## src/rtl/tl_channel_monitor.sv

```systemverilog
// TileLink-UL A/D channel protocol monitor. Purely passive: watches both
// channels, tracks per-source in-flight state and multi-beat bursts, and
// reports protocol violations as registered error pulses plus sticky and
// first-error capture registers.
module tl_channel_monitor #(
  parameter int SOURCE_BITS = 4,
  parameter int SIZE_BITS   = 4,
  parameter int ADDR_BITS   = 32,
  parameter int DATA_BYTES  = 8,
  parameter int TIMEOUT     = 1024,
  parameter int STOP_ON_ERR = 0
) (
  input  logic                   clock,
  input  logic                   reset,
  input  logic                   a_valid,
  input  logic                   a_ready,
  input  logic [2:0]             a_opcode,
  input  logic [SIZE_BITS-1:0]   a_size,
  input  logic [SOURCE_BITS-1:0] a_source,
  input  logic [ADDR_BITS-1:0]   a_address,
  input  logic [DATA_BYTES-1:0]  a_mask,
  input  logic                   d_valid,
  input  logic                   d_ready,
  input  logic [2:0]             d_opcode,
  input  logic [SIZE_BITS-1:0]   d_size,
  input  logic [SOURCE_BITS-1:0] d_source,
  input  logic                   clear,
  output logic                   err_valid,
  output logic [7:0]             err_bits,
  output logic [7:0]             err_sticky,
  output logic [7:0]             first_err_code,
  output logic [SOURCE_BITS-1:0] first_err_source,
  output logic [SOURCE_BITS:0]   inflight_count
);

  localparam int NSRC  = 2 ** SOURCE_BITS;
  localparam int LG_DB = $clog2(DATA_BYTES);
  localparam int CNT_W = 2 ** SIZE_BITS;
  localparam int AGE_W = (TIMEOUT > 0) ? $clog2(TIMEOUT + 1) : 1;
  localparam logic [AGE_W-1:0] AGE_MAX = AGE_W'(TIMEOUT);
  localparam logic [AGE_W-1:0] AGE_HIT = AGE_W'(TIMEOUT - 1);

  localparam logic [2:0] OP_PUT_FULL = 3'd0;
  localparam logic [2:0] OP_PUT_PART = 3'd1;
  localparam logic [2:0] OP_GET      = 3'd4;
  localparam logic [2:0] OP_ACK      = 3'd0;
  localparam logic [2:0] OP_ACK_DATA = 3'd1;

  typedef enum logic {ST_IDLE, ST_BURST} burst_e;

  // Remaining beats after the first one: beats(size) - 1.
  function automatic logic [CNT_W-1:0] beats_m1(input logic [SIZE_BITS-1:0] size);
    if (int'(size) <= LG_DB) return '0;
    return (CNT_W'(1) << (int'(size) - LG_DB)) - CNT_W'(1);
  endfunction

  // Burst tracking state
  burst_e                 r_a_state, r_d_state;
  logic [CNT_W-1:0]       r_a_cnt, r_d_cnt;
  logic [2:0]             r_a_op;
  logic [SIZE_BITS-1:0]   r_a_size;
  logic [SOURCE_BITS-1:0] r_a_src, r_d_src;
  logic [ADDR_BITS-1:0]   r_a_addr;

  // Previous-cycle A channel snapshot for the stall stability check
  logic                   r_a_stall;
  logic [2:0]             r_p_op;
  logic [SIZE_BITS-1:0]   r_p_size;
  logic [SOURCE_BITS-1:0] r_p_src;
  logic [ADDR_BITS-1:0]   r_p_addr;
  logic [DATA_BYTES-1:0]  r_p_mask;

  // Per-source transaction records
  logic [NSRC-1:0]        r_inflight;
  logic [NSRC-1:0]        r_is_get;
  logic [SIZE_BITS-1:0]   r_size [NSRC];
  logic [AGE_W-1:0]       r_age  [NSRC];

  // Error reporting registers
  logic                   r_err_valid;
  logic [7:0]             r_err_bits, r_sticky, r_first_code;
  logic [SOURCE_BITS-1:0] r_first_src;

  logic                   w_afire, w_dfire;
  logic                   w_a_is_put, w_a_is_get, w_a_legal;
  logic                   w_a_first, w_a_last, w_a_set;
  logic [CNT_W-1:0]       w_a_m1, w_d_m1;
  logic [SOURCE_BITS-1:0] w_a_src_eff, w_d_src_eff;
  logic [SIZE_BITS-1:0]   w_a_size_eff;
  logic                   w_a_get_eff, w_a_legal_eff;
  logic                   w_d_first, w_d_last, w_d_clr;
  logic                   w_src_busy;
  logic [DATA_BYTES-1:0]  w_exp_mask;
  logic [ADDR_BITS-1:0]   w_align_mask;
  logic [NSRC-1:0]        w_set_vec, w_clr_vec, w_to;
  logic [SOURCE_BITS-1:0] w_to_src, w_err_src;
  logic [7:0]             w_err;
  logic [SOURCE_BITS:0]   w_count;

  assign w_afire    = a_valid & a_ready;
  assign w_dfire    = d_valid & d_ready;
  assign w_a_is_put = (a_opcode == OP_PUT_FULL) || (a_opcode == OP_PUT_PART);
  assign w_a_is_get = (a_opcode == OP_GET);
  assign w_a_legal  = w_a_is_put | w_a_is_get;

  // Mid-burst beats are attributed to the transaction latched on the first beat.
  assign w_a_first     = (r_a_state == ST_IDLE);
  assign w_a_m1        = w_a_is_put ? beats_m1(a_size) : '0;
  assign w_a_last      = w_a_first ? (w_a_m1 == '0) : (r_a_cnt == CNT_W'(1));
  assign w_a_src_eff   = w_a_first ? a_source   : r_a_src;
  assign w_a_size_eff  = w_a_first ? a_size     : r_a_size;
  assign w_a_get_eff   = w_a_first & w_a_is_get;
  assign w_a_legal_eff = w_a_first ? w_a_legal  : 1'b1;
  assign w_a_set       = w_afire & w_a_last & w_a_legal_eff;

  assign w_d_first   = (r_d_state == ST_IDLE);
  assign w_d_m1      = (d_opcode == OP_ACK_DATA) ? beats_m1(d_size) : '0;
  assign w_d_last    = w_d_first ? (w_d_m1 == '0) : (r_d_cnt == CNT_W'(1));
  assign w_d_src_eff = w_d_first ? d_source : r_d_src;
  assign w_d_clr     = w_dfire & w_d_last;

  // A source retiring on D in this very cycle is free for a new request.
  assign w_src_busy   = r_inflight[a_source] & ~(w_d_clr & (w_d_src_eff == a_source));
  assign w_align_mask = (ADDR_BITS'(1) << a_size) - ADDR_BITS'(1);

  // Expected byte-lane mask for the current A beat
  // NOTE: every always_comb output gets a default before any branch so no latch is inferred.
  always_comb begin
    int off, nb;
    off        = int'(a_address & ADDR_BITS'(DATA_BYTES - 1));
    nb         = 1 << a_size;
    w_exp_mask = '0;
    for (int i = 0; i < DATA_BYTES; i++)
      w_exp_mask[i] = (int'(a_size) >= LG_DB) || ((i >= off) && (i < off + nb));
  end

  // Per-source set/clear strobes, timeout detection and in-flight population count
  always_comb begin
    w_set_vec = '0;
    w_clr_vec = '0;
    w_to      = '0;
    w_to_src  = '0;
    w_count   = '0;
    for (int s = 0; s < NSRC; s++) begin
      w_set_vec[s] = w_a_set & (w_a_src_eff == SOURCE_BITS'(s));
      w_clr_vec[s] = w_d_clr & (w_d_src_eff == SOURCE_BITS'(s));
      w_to[s]      = (TIMEOUT > 0) & r_inflight[s] & ~w_set_vec[s] & ~w_clr_vec[s] &
                     (r_age[s] == AGE_HIT);
      w_count      = w_count + (SOURCE_BITS + 1)'(r_inflight[s]);
    end
    for (int s = NSRC - 1; s >= 0; s--)
      if (w_to[s]) w_to_src = SOURCE_BITS'(s);
  end

  // Combinational error detection and the source each error is charged to
  always_comb begin
    w_err = '0;
    if (w_afire) begin
      if (a_opcode == OP_PUT_PART) w_err[0] = |(a_mask & ~w_exp_mask);
      else if (w_a_legal)          w_err[0] = (a_mask != w_exp_mask);
      w_err[1] = (|(a_address & w_align_mask)) | ~w_a_legal;
      w_err[3] = w_a_first & w_src_busy;
      w_err[4] = ~w_a_first & ((a_opcode != r_a_op) || (a_size != r_a_size) ||
                               (a_source != r_a_src) || (a_address != r_a_addr));
    end
    w_err[2] = r_a_stall & (~a_valid || (a_opcode != r_p_op) || (a_size != r_p_size) ||
                            (a_source != r_p_src) || (a_address != r_p_addr) ||
                            (a_mask != r_p_mask));
    if (w_dfire && w_d_first) begin
      if (!r_inflight[d_source]) w_err[5] = 1'b1;
      else w_err[6] = (d_size != r_size[d_source]) ||
                      (r_is_get[d_source] ? (d_opcode != OP_ACK_DATA) : (d_opcode != OP_ACK));
    end
    w_err[7] = |w_to;
    if (|w_err[4:0])      w_err_src = a_source;
    else if (|w_err[6:5]) w_err_src = d_source;
    else                  w_err_src = w_to_src;
  end

  // A burst FSM: latch the first beat of a multi-beat Put and count remaining beats
  // NOTE: sequential state uses non-blocking assignments so every flop samples pre-edge values.
  always_ff @(posedge clock) begin
    if (reset) begin
      r_a_state <= ST_IDLE;
      r_a_cnt   <= '0;
      r_a_op    <= '0;
      r_a_size  <= '0;
      r_a_src   <= '0;
      r_a_addr  <= '0;
    end else if (w_afire) begin
      if (r_a_state == ST_IDLE) begin
        if (w_a_m1 != '0) begin
          r_a_state <= ST_BURST;
          r_a_cnt   <= w_a_m1;
          r_a_op    <= a_opcode;
          r_a_size  <= a_size;
          r_a_src   <= a_source;
          r_a_addr  <= a_address;
        end
      end else begin
        r_a_cnt <= r_a_cnt - CNT_W'(1);
        if (r_a_cnt == CNT_W'(1)) r_a_state <= ST_IDLE;
      end
    end
  end

  // D burst FSM: same structure, keyed on d_source
  always_ff @(posedge clock) begin
    if (reset) begin
      r_d_state <= ST_IDLE;
      r_d_cnt   <= '0;
      r_d_src   <= '0;
    end else if (w_dfire) begin
      if (r_d_state == ST_IDLE) begin
        if (w_d_m1 != '0) begin
          r_d_state <= ST_BURST;
          r_d_cnt   <= w_d_m1;
          r_d_src   <= d_source;
        end
      end else begin
        r_d_cnt <= r_d_cnt - CNT_W'(1);
        if (r_d_cnt == CNT_W'(1)) r_d_state <= ST_IDLE;
      end
    end
  end

  // Snapshot of the A channel for next-cycle stall stability comparison
  always_ff @(posedge clock) begin
    if (reset) begin
      r_a_stall <= 1'b0;
      r_p_op    <= '0;
      r_p_size  <= '0;
      r_p_src   <= '0;
      r_p_addr  <= '0;
      r_p_mask  <= '0;
    end else begin
      r_a_stall <= a_valid & ~a_ready;
      r_p_op    <= a_opcode;
      r_p_size  <= a_size;
      r_p_src   <= a_source;
      r_p_addr  <= a_address;
      r_p_mask  <= a_mask;
    end
  end

  // Per-source records: a set overrides a same-cycle clear so the new transaction survives
  // NOTE: the per-source arrays are reset too, so a freshly reset monitor never sees stale IDs.
  always_ff @(posedge clock) begin
    if (reset) begin
      r_inflight <= '0;
      r_is_get   <= '0;
      for (int s = 0; s < NSRC; s++) begin
        r_size[s] <= '0;
        r_age[s]  <= '0;
      end
    end else begin
      for (int s = 0; s < NSRC; s++) begin
        if (w_set_vec[s]) begin
          r_inflight[s] <= 1'b1;
          r_is_get[s]   <= w_a_get_eff;
          r_size[s]     <= w_a_size_eff;
          r_age[s]      <= '0;
        end else if (w_clr_vec[s]) begin
          r_inflight[s] <= 1'b0;
          r_age[s]      <= '0;
        end else if (r_inflight[s] && (r_age[s] != AGE_MAX)) begin
          r_age[s] <= r_age[s] + AGE_W'(1);
        end
      end
    end
  end

  // Error pulse, sticky accumulation and first-error capture (a same-cycle error beats clear)
  always_ff @(posedge clock) begin
    if (reset) begin
      r_err_valid  <= 1'b0;
      r_err_bits   <= '0;
      r_sticky     <= '0;
      r_first_code <= '0;
      r_first_src  <= '0;
    end else begin
      r_err_valid <= |w_err;
      r_err_bits  <= w_err;
      if (clear) begin
        r_sticky     <= w_err;
        r_first_code <= w_err;
        r_first_src  <= (|w_err) ? w_err_src : '0;
      end else begin
        r_sticky <= r_sticky | w_err;
        if ((r_sticky == '0) && (|w_err)) begin
          r_first_code <= w_err;
          r_first_src  <= w_err_src;
        end
      end
    end
  end

`ifndef SYNTHESIS
  generate
    if (STOP_ON_ERR != 0) begin : g_stop
      // Optional hard stop for simulation runs that should die on the first violation
      always_ff @(posedge clock) begin
        if (!reset && r_err_valid) $fatal(1, "tl_channel_monitor: protocol error 0x%02h", r_err_bits);
      end
    end
  endgenerate
`endif

  assign err_valid        = r_err_valid;
  assign err_bits         = r_err_bits;
  assign err_sticky       = r_sticky;
  assign first_err_code   = r_first_code;
  assign first_err_source = r_first_src;
  assign inflight_count   = w_count;

endmodule
```

## config.mk

```make
export PLATFORM = sky130hd
export DESIGN_NAME = tl_channel_monitor
export DESIGN_NICKNAME = d
export VERILOG_FILES = /design/src/rtl/tl_channel_monitor.sv
export SDC_FILE = /design/constraint.sdc
export NUM_CORES = 1
export LEC_CHECK = 0
export BUFFER_PORTS_ARGS = -buffer_cell sky130_fd_sc_hd__buf_2
export CAP_MARGIN = 5
export CORE_ASPECT_RATIO = 1.2
export CORE_MARGIN = 1.5
export CORE_UTILIZATION = 59
export DETAILED_ROUTE_END_ITERATION = 12
export GPL_TIMING_DRIVEN = 0
export PLACE_DENSITY = 0.79
export SETUP_SLACK_MARGIN = 0.05
export SLEW_MARGIN = 20
export SYNTH_ARGS = -nofsm -noshare
export SYNTH_HDL_FRONTEND = slang
export SYNTH_SLANG_ARGS = --single-unit
```

## constraint.sdc

```tcl
create_clock -name clock -period 12.2 [get_ports clock]
set_input_delay 2.44 -clock clock [delete_from_list [all_inputs] [get_ports clock]]
set_output_delay 2.44 -clock clock [all_outputs]
set_load 0.05 [all_outputs]
```

### Word level (Yosys, flattened, before mapping)

Memories as Yosys holds them, arrays and structs flattened.
Index checks and enable logic that the tools add are counted.

| word-level totals | value |
|---|---|
| register bits after elaboration | 194 |
| bits in writable memories | 240 |
| input bits | 69 |
| word-level logic and storage cells | 831 |
| memories | 2 |

| operators by class | value |
|---|---|
| add/subtract/negate cells | 39 |
| magnitude comparators | 21 |
| equal/unequal tests | 80 |
| shift operators | 3 |
| multiplexer cells | 352 |
| bitwise logic cells | 200 |
| reductions and logical operators | 82 |

Memories:

| memory | words | bits a word | rd ports | clocked after memory_dff | write ports | RTL line | text |
|---|---|---|---|---|---|---|---|
| r_age | 16 | 11 | 16 | 0 | 16 | 77 | `logic [AGE_W-1:0] r_age [NSRC];` |
| r_size | 16 | 4 | 1 | 0 | 16 | 76 | `logic [SIZE_BITS-1:0] r_size [NSRC];` |

Operators with widths:

| cell | number |
|---|---|
| two-way mux 11 bit | 48 |
| two-way mux 1 bit | 245 |
| adder 11 x 1 -> 11 bit, second input constant | 16 |
| == test 11 x 10 -> 1 bit, second input constant | 16 |
| != test 11 bit, second input constant | 16 |
| two-way mux 16 bit | 10 |
| two-way mux 4 bit | 40 |
| less-than comparator 4 x 32 -> 1 bit, first input constant | 4 |
| bitwise AND 1 bit | 92 |
| OR 1 bit | 66 |
| == test 4 bit, second input constant | 16 |
| less-than comparator 3 x 32 -> 1 bit, first input constant | 2 |
| != test 32 bit | 2 |
| << shifter 1 x 32 -> 16 bit, first input constant | 2 |
| adder 5 x 1 -> 5 bit | 11 |
| NOT 1 bit | 38 |
| nonzero test 2 bit | 19 |
| adder 4 x 32 -> 32 bit | 1 |
| bitwise AND 32 bit | 1 |
| == test 16 x 1 -> 1 bit, second input constant | 2 |
| == test 4 x 3 -> 1 bit, second input constant | 8 |
| zero test 16 bit | 2 |
| less-than comparator 1 x 32 -> 1 bit, first input constant | 1 |
| less-than comparator 2 x 32 -> 1 bit, first input constant | 1 |
| 45 further kinds | 118 |

### Longest topological paths before layout

| depth | value |
|---|---|
| word-level depth | 34 |
| mapped depth | 29 |

### Worst setup path after synthesis

OpenSTA, ideal clock, no wires.

| path | value |
|---|---|
| path kind | input to register |
| start | in a_size[0] |
| end | reg r_first_code[6], in the netlist first_err_code[6] |
| library setup time | 121 ps |
| data arrival time | 7401 ps |
| setup slack | 4677 ps |
| stages | 28 |
| cells stage by stage | buf_2 > inv_2 > ha_1 > clkbuf_1 > nand2_1 > inv_1 > ha_1 > fa_1 > a21oi_1 > or3_1 > o21ai_0 > o221ai_1 > a211oi_1 > and2_1 > a2111oi_0 > nor2_1 > ha_1 > nor4_1 > a21oi_1 > a21oi_1 > or3_1 > and3_1 > and3_1 > buf_4 > nand2_1 > or4_4 > a21oi_4 > mux2_4 |

| between the ends | value |
|---|---|
| cells in the longest elaborated chain, start to end | 17 |
| elaborated cells between the ends (all ways) | 144 |
| classes of those cells | 4 x add/sub; 10 x order compare; 3 x eq/ne; 2 x shift; 8 x mux; 88 x bitwise; 29 x reduce/logical |

RTL lines:

| what | RTL line | text |
|---|---|---|
| from (decl) | 18 | `input logic [SIZE_BITS-1:0] a_size,` |
| subtractor 4 x 2 -> 5 bit | 54 | `return (CNT_W'(1) << (int'(size) - LG_DB)) - CNT_W'(1);` |
| << shifter 1 x 32 -> 16 bit | 54 |  |
| subtractor 16 x 2 -> 16 bit | 54 |  |
| two-way mux 16 bit | 54 |  |
| two-way mux 16 bit | 108 | `assign w_a_m1 = w_a_is_put ? beats_m1(a_size) : '0;` |
| zero test 16 bit | 109 | `assign w_a_last = w_a_first ? (w_a_m1 == '0) : (r_a_cnt == CNT_W'(1));` |
| two-way mux 1 bit | 109 |  |
| bitwise AND 1 bit (2 in series) | 114 | `assign w_a_set = w_afire & w_a_last & w_a_legal_eff;` |
| bitwise AND 1 bit | 145 | `w_set_vec[s] = w_a_set & (w_a_src_eff == SOURCE_BITS'(s));` |
| NOT 1 bit | 147 | `w_to[s] = (TIMEOUT > 0) & r_inflight[s] & ~w_set_vec[s] & ~w_clr_vec[s] &` |
| bitwise AND 1 bit (3 in series) | 147 |  |
| OR reduction 23 bit (*) | 290 | `if ((r_sticky == '0) && (\|w_err)) begin` |
| logical AND 1 bit (*) | 290 |  |
| nonzero test 2 bit (no line) (*) | - |  |
| to (signal assigned) | 286 | `r_first_code <= w_err;` |
| to (signal assigned) | 291 | `r_first_code <= w_err;` |
| to (decl) | 81 | `logic [7:0] r_err_bits, r_sticky, r_first_code;` |

Mark *: on every way between the ends. The rest lies on a longest branch, timed or not.
A chain may end at the register's enable or synchronous reset.

### Final worst setup path

| path | value |
|---|---|
| start | in a_size[0] |
| end | reg r_first_code[0], in the netlist first_err_code[0] |

| between the ends | value |
|---|---|
| cells in the longest elaborated chain, start to end | 17 |
| elaborated cells between the ends (all ways) | 146 |
| classes of those cells | 4 x add/sub; 10 x order compare; 3 x eq/ne; 2 x shift; 10 x mux; 88 x bitwise; 29 x reduce/logical |

RTL lines:

| what | RTL line |
|---|---|
| subtractor 4 x 2 -> 5 bit | 54 |
| << shifter 1 x 32 -> 16 bit | 54 |
| subtractor 16 x 2 -> 16 bit | 54 |
| two-way mux 16 bit | 54 |
| two-way mux 16 bit | 108 |
| zero test 16 bit | 109 |
| two-way mux 1 bit | 109 |
| bitwise AND 1 bit (2 in series) | 114 |
| bitwise AND 1 bit | 145 |
| NOT 1 bit | 147 |
| bitwise AND 1 bit (3 in series) | 147 |
| OR reduction 23 bit | 290 |
| logical AND 1 bit | 290 |
| nonzero test 2 bit (no line) | - |

Several ways; a longest one is shown, not always the timed one. The select of a mux whose other input is x is not followed.

==> flow_metrics.py <==
metrics = {
    "worst_setup_path": {
        "r2r_end": "first_err_code[0]",
        "startpoint_type": "input pin",
        "path_max_fanout": 10,
        "reg2reg_depth": 12,
        "max_stage_delay_ns": 0.48,
        "critPathKind": "input pin to flip-flop",
        "worstPathArrival_ns": 8.66,
        "cp_slowest_cell": "or4_4",
        "ff2ff_setup_slack_ns": 7.61,
        "worstSetupEndpointType": "flip-flop",
        "r2r_start": "r_d_cnt[2]",
        "critPathRequiredTime_ns": 12.68,
    },
    "clock_network": {
        "clock_latency_ns": 0.60,
        "clk_path_buf_depth": 3,
        "post-cts-setup-buffers": 0,
        "cts-resized-gates": 0,
        "cts.clk_slew.worst_paths_ns": 0.06,
        "clkSinkCount": 434,
        "htreeDepth": 2,
        "cts_made_buffers": 45,
        "cts_tree": "yes",
        "postCtsHoldBufs": 0,
        "cts-root-buf": "clkbuf_16",
    },
    "detailed_routing": {
        "drc": 0,
        "highest_layer": "met4",
        "num_vias": 21200,
        "drt_iter0_markers": 1914,
        "wl_met3_um": 5540,
        "wl_met2_um": 32900,
        "vias_per_cell": 6.22,
        "drtPass1Iterations": 7,
        "wl_met1_um": 29100,
        "ant_nets": 0,
        "wl_per_cell_um": 20.8,
        "wl_um": 70900,
    },
    "floorplan": {
        "rows": 82,
        "dieHeight_um": 229,
        "die_area_mm2": 0.0440,
        "die_w_um": 192,
        "start_util_pct": 60.1,
        "io_pins": 103,
        "core_mm2": 0.0420,
    },
    "timing": {
        "period_share_pct": 67.1,
        "tns_ns": 0,
        "fmax_mhz": 122,
        "fin_ws_ns": 4.02,
        "period_minus_slack_ns": 8.18,
        "rsz0062_at_grt": "false",
        "hold_viol": 0,
        "fin_skew_ns": 0.0194,
        "setup_viol_count_final": 0,
        "worst_pin_slew_ns": 1.12,
        "slew_violations": 0,
        "slew_headroom_pct": 25.0,
    },
    "global_routing": {
        "grt_max_degree": 15,
        "grt_pass1_vias": 20700,
        "grt_overflow_total": 0,
        "grt_usage_pct": 32.1,
        "antenna_found_initial": 2,
        "grt_pass1_wl_um": 111000,
    },
    "logic_synthesis": {
        "syn_area_mm2": 0.0252,
        "synthDistinctLibCells": 103,
        "postSynthAreaPerCell_um2": 9.36,
        "synth_area_leader_cell": "edfxtp_1",
        "synth_ff_type": "edfxtp_1",
        "synthTopCellsByArea": "edfxtp_1 29%, dfxtp_1 15%, nor2_1 6.5%, xnor2_1 5.6%, xor2_1 3.8%",
        "synthesis.instances": 2693,
        "ys_seq_elements": 434,
        "yosysWarnings": 0,
        "syn_nets": 2837,
        "synth-seq-area-share_pct": 44.0,
        "synth_edf_count": 240,
        "async_reset_ff_share_pct": 0,
        "synth_top_area_share_pct": 28.6,
    },
    "layout": {
        "layout_commonest_cell": "nor2_1",
        "fin_nets": 2974,
        "syn2layout_area_growth_pct": 10.7,
        "drive_gt1_share_pct": 9.35,
        "fillers": 3328,
        "mostFrequentLayoutCells": "439 x nor2_1, 240 x edfxtp_1, 200 x nand2_1, 194 x dfxtp_1, 162 x xnor2_1",
    },
    "placement": {
        "dp_hpwl_um": 51900,
        "place_congestion": 0.958,
        "dp_worst_setup_slack_ns": 3.57,
        "port_buffers": 90,
    },
    "hold_path": {
        "hold_path.startpoint": "r_a_cnt[6]",
        "hold_path_end": "r_a_cnt[6]",
        "min_path_type": "flip-flop to flip-flop",
        "min_path_cells": 2,
    },
    "pwr": {
        "internal_power_w": 0.00262,
        "p_per_area_mw_per_mm2": 127,
        "clkPwrFrac_pct": 42.0,
        "pwr-share-comb_pct": 11.9,
        "seq_power_share_pct": 46.2,
        "irDropWorstVdd_mv": 0.138,
        "leakagePower_nw": 10.3,
        "switching_share_pct": 26.2,
        "p_sw_w": 0.000929,
    },
    "run": {
        "maxCapViolations": 0,
    },
    "run_status": {
        "outcome": "finished clean",
    },
}
-- flip-flops by register name, indices dropped and copies added (netlist names), 4 cells and up --
| name | cells |
|---|---|
| r_p_addr | 32 |
| r_d_src | 4 |
| r_a_cnt | 16 |
| r_inflight | 16 |
| r_p_mask | 8 |
| r_a_size | 4 |
| first_err_code | 8 |
| r_p_src | 4 |
| r_d_cnt | 16 |
| r_p_size | 4 |
| first_err_source | 4 |
| r_a_addr | 32 |
| err_sticky | 8 |
| err_bits | 8 |
| r_age | 176 |
| r_is_get | 16 |
| r_a_src | 4 |
| r_size | 64 |
-- worst max path at each step --
| stage | from | end | slack, ns | depth (start not counted) |
|---|---|---|---|---|
| floorplan | a_size[0] | first_err_code[6] | 4.68 | 28 |
| global placement | a_size[2] | r_age[1][85] | 3.50 | 20 |
| detailed placement | a_size[0] | first_err_code[0] | 3.57 | 29 |
| CTS | a_size[0] | first_err_code[0] | 4.16 | 29 |
| global route | a_size[0] | first_err_code[1] | 3.69 | 29 |
| finish | a_size[0] | first_err_code[0] | 4.02 | 29 |
-- power by group through the flow --
stage / combinational [W] / clock [W] / sequential (W)
finish: 0.000422 / 0.00149 / 0.00164
floorplan: 0.000276 / 0 / 0.00167
global placement: 0.000403 / 0 / 0.00166
global route: 0.000453 / 0.00155 / 0.00164
detailed placement: 0.000410 / 0 / 0.00167
CTS: 0.000413 / 0.00149 / 0.00164
-- per-stage QoR --
step | total power (W) | utilization, % | hold WS (ns) | cell area, µm² | std cells
floorplan | 0.00194 | - | 0.438 | 25200 | 2693
global route | 0.00365 | 66.5 | 0.501 | 27900 | 3414
global placement | 0.00207 | 62.8 | 0.449 | 26400 | 3329
finish | 0.00355 | 66.5 | 0.481 | 27900 | 3414
detailed placement | 0.00208 | 62.8 | 0.466 | 26400 | 3329
CTS | 0.00354 | 66.5 | 0.479 | 27900 | 3412
-- cells in the mapped netlist, types with 60 or more instances --
cell	n
xor2_1	108
nand3_1	134
mux2i_1	73
dfxtp_1	194
nor2b_1	75
a21oi_1	94
nand4_1	60
edfxtp_1	240
clkbuf_1	93
o21ai_0	101
inv_1	112
nor2_1	439
xnor2_1	162
ha_1	64
nand2_1	200
-- worst max-delay path: cells and delay by family --
| family | cells | cell delay (ns) |
|---|---|---|
| buffers and inverters | 6 | 0.96 |
| adder cells (fa/ha/maj) | 4 | 1.09 |
| AO/OA/AOI/OAI | 8 | 1.84 |
| AND/OR/NAND/NOR | 10 | 1.99 |
| multiplexers | 1 | 0.34 |
-- kinds of logic after synthesis --
group	count (synthesis)	synth area share, %
AOI/OAI and AO/OA	384	10.2
xor gates and xnor gates	270	9.38
adders and majority gates	75	4.05
buffers and inverters	248	4.15
DFF	434	44.0
muxes	111	5.70
and+or+nand+nor	1171	22.5
-- area by class of cell --
type	count	area, µm²	share of cell area (%)
well taps	546	683	2.45
clock buffers	61	1220	4.36
inverters	115	432	1.55
flip-flops and latches	434	11100	39.7
repair buffers	90	450	1.61
plain buffers	133	614	2.20
multi-input cells	2011	13100	46.9
diodes	2	5.00	0.0179
clock inverters	22	342	1.22
-- routing by layer --
metal,global-route usage [%],up-vias
li1,-,9829
met1,42.5,10200
met2,51.7,992
met3,4.75,213
met4,15.0,0
met5,0,-
Power figures use the tool's default switching activity.
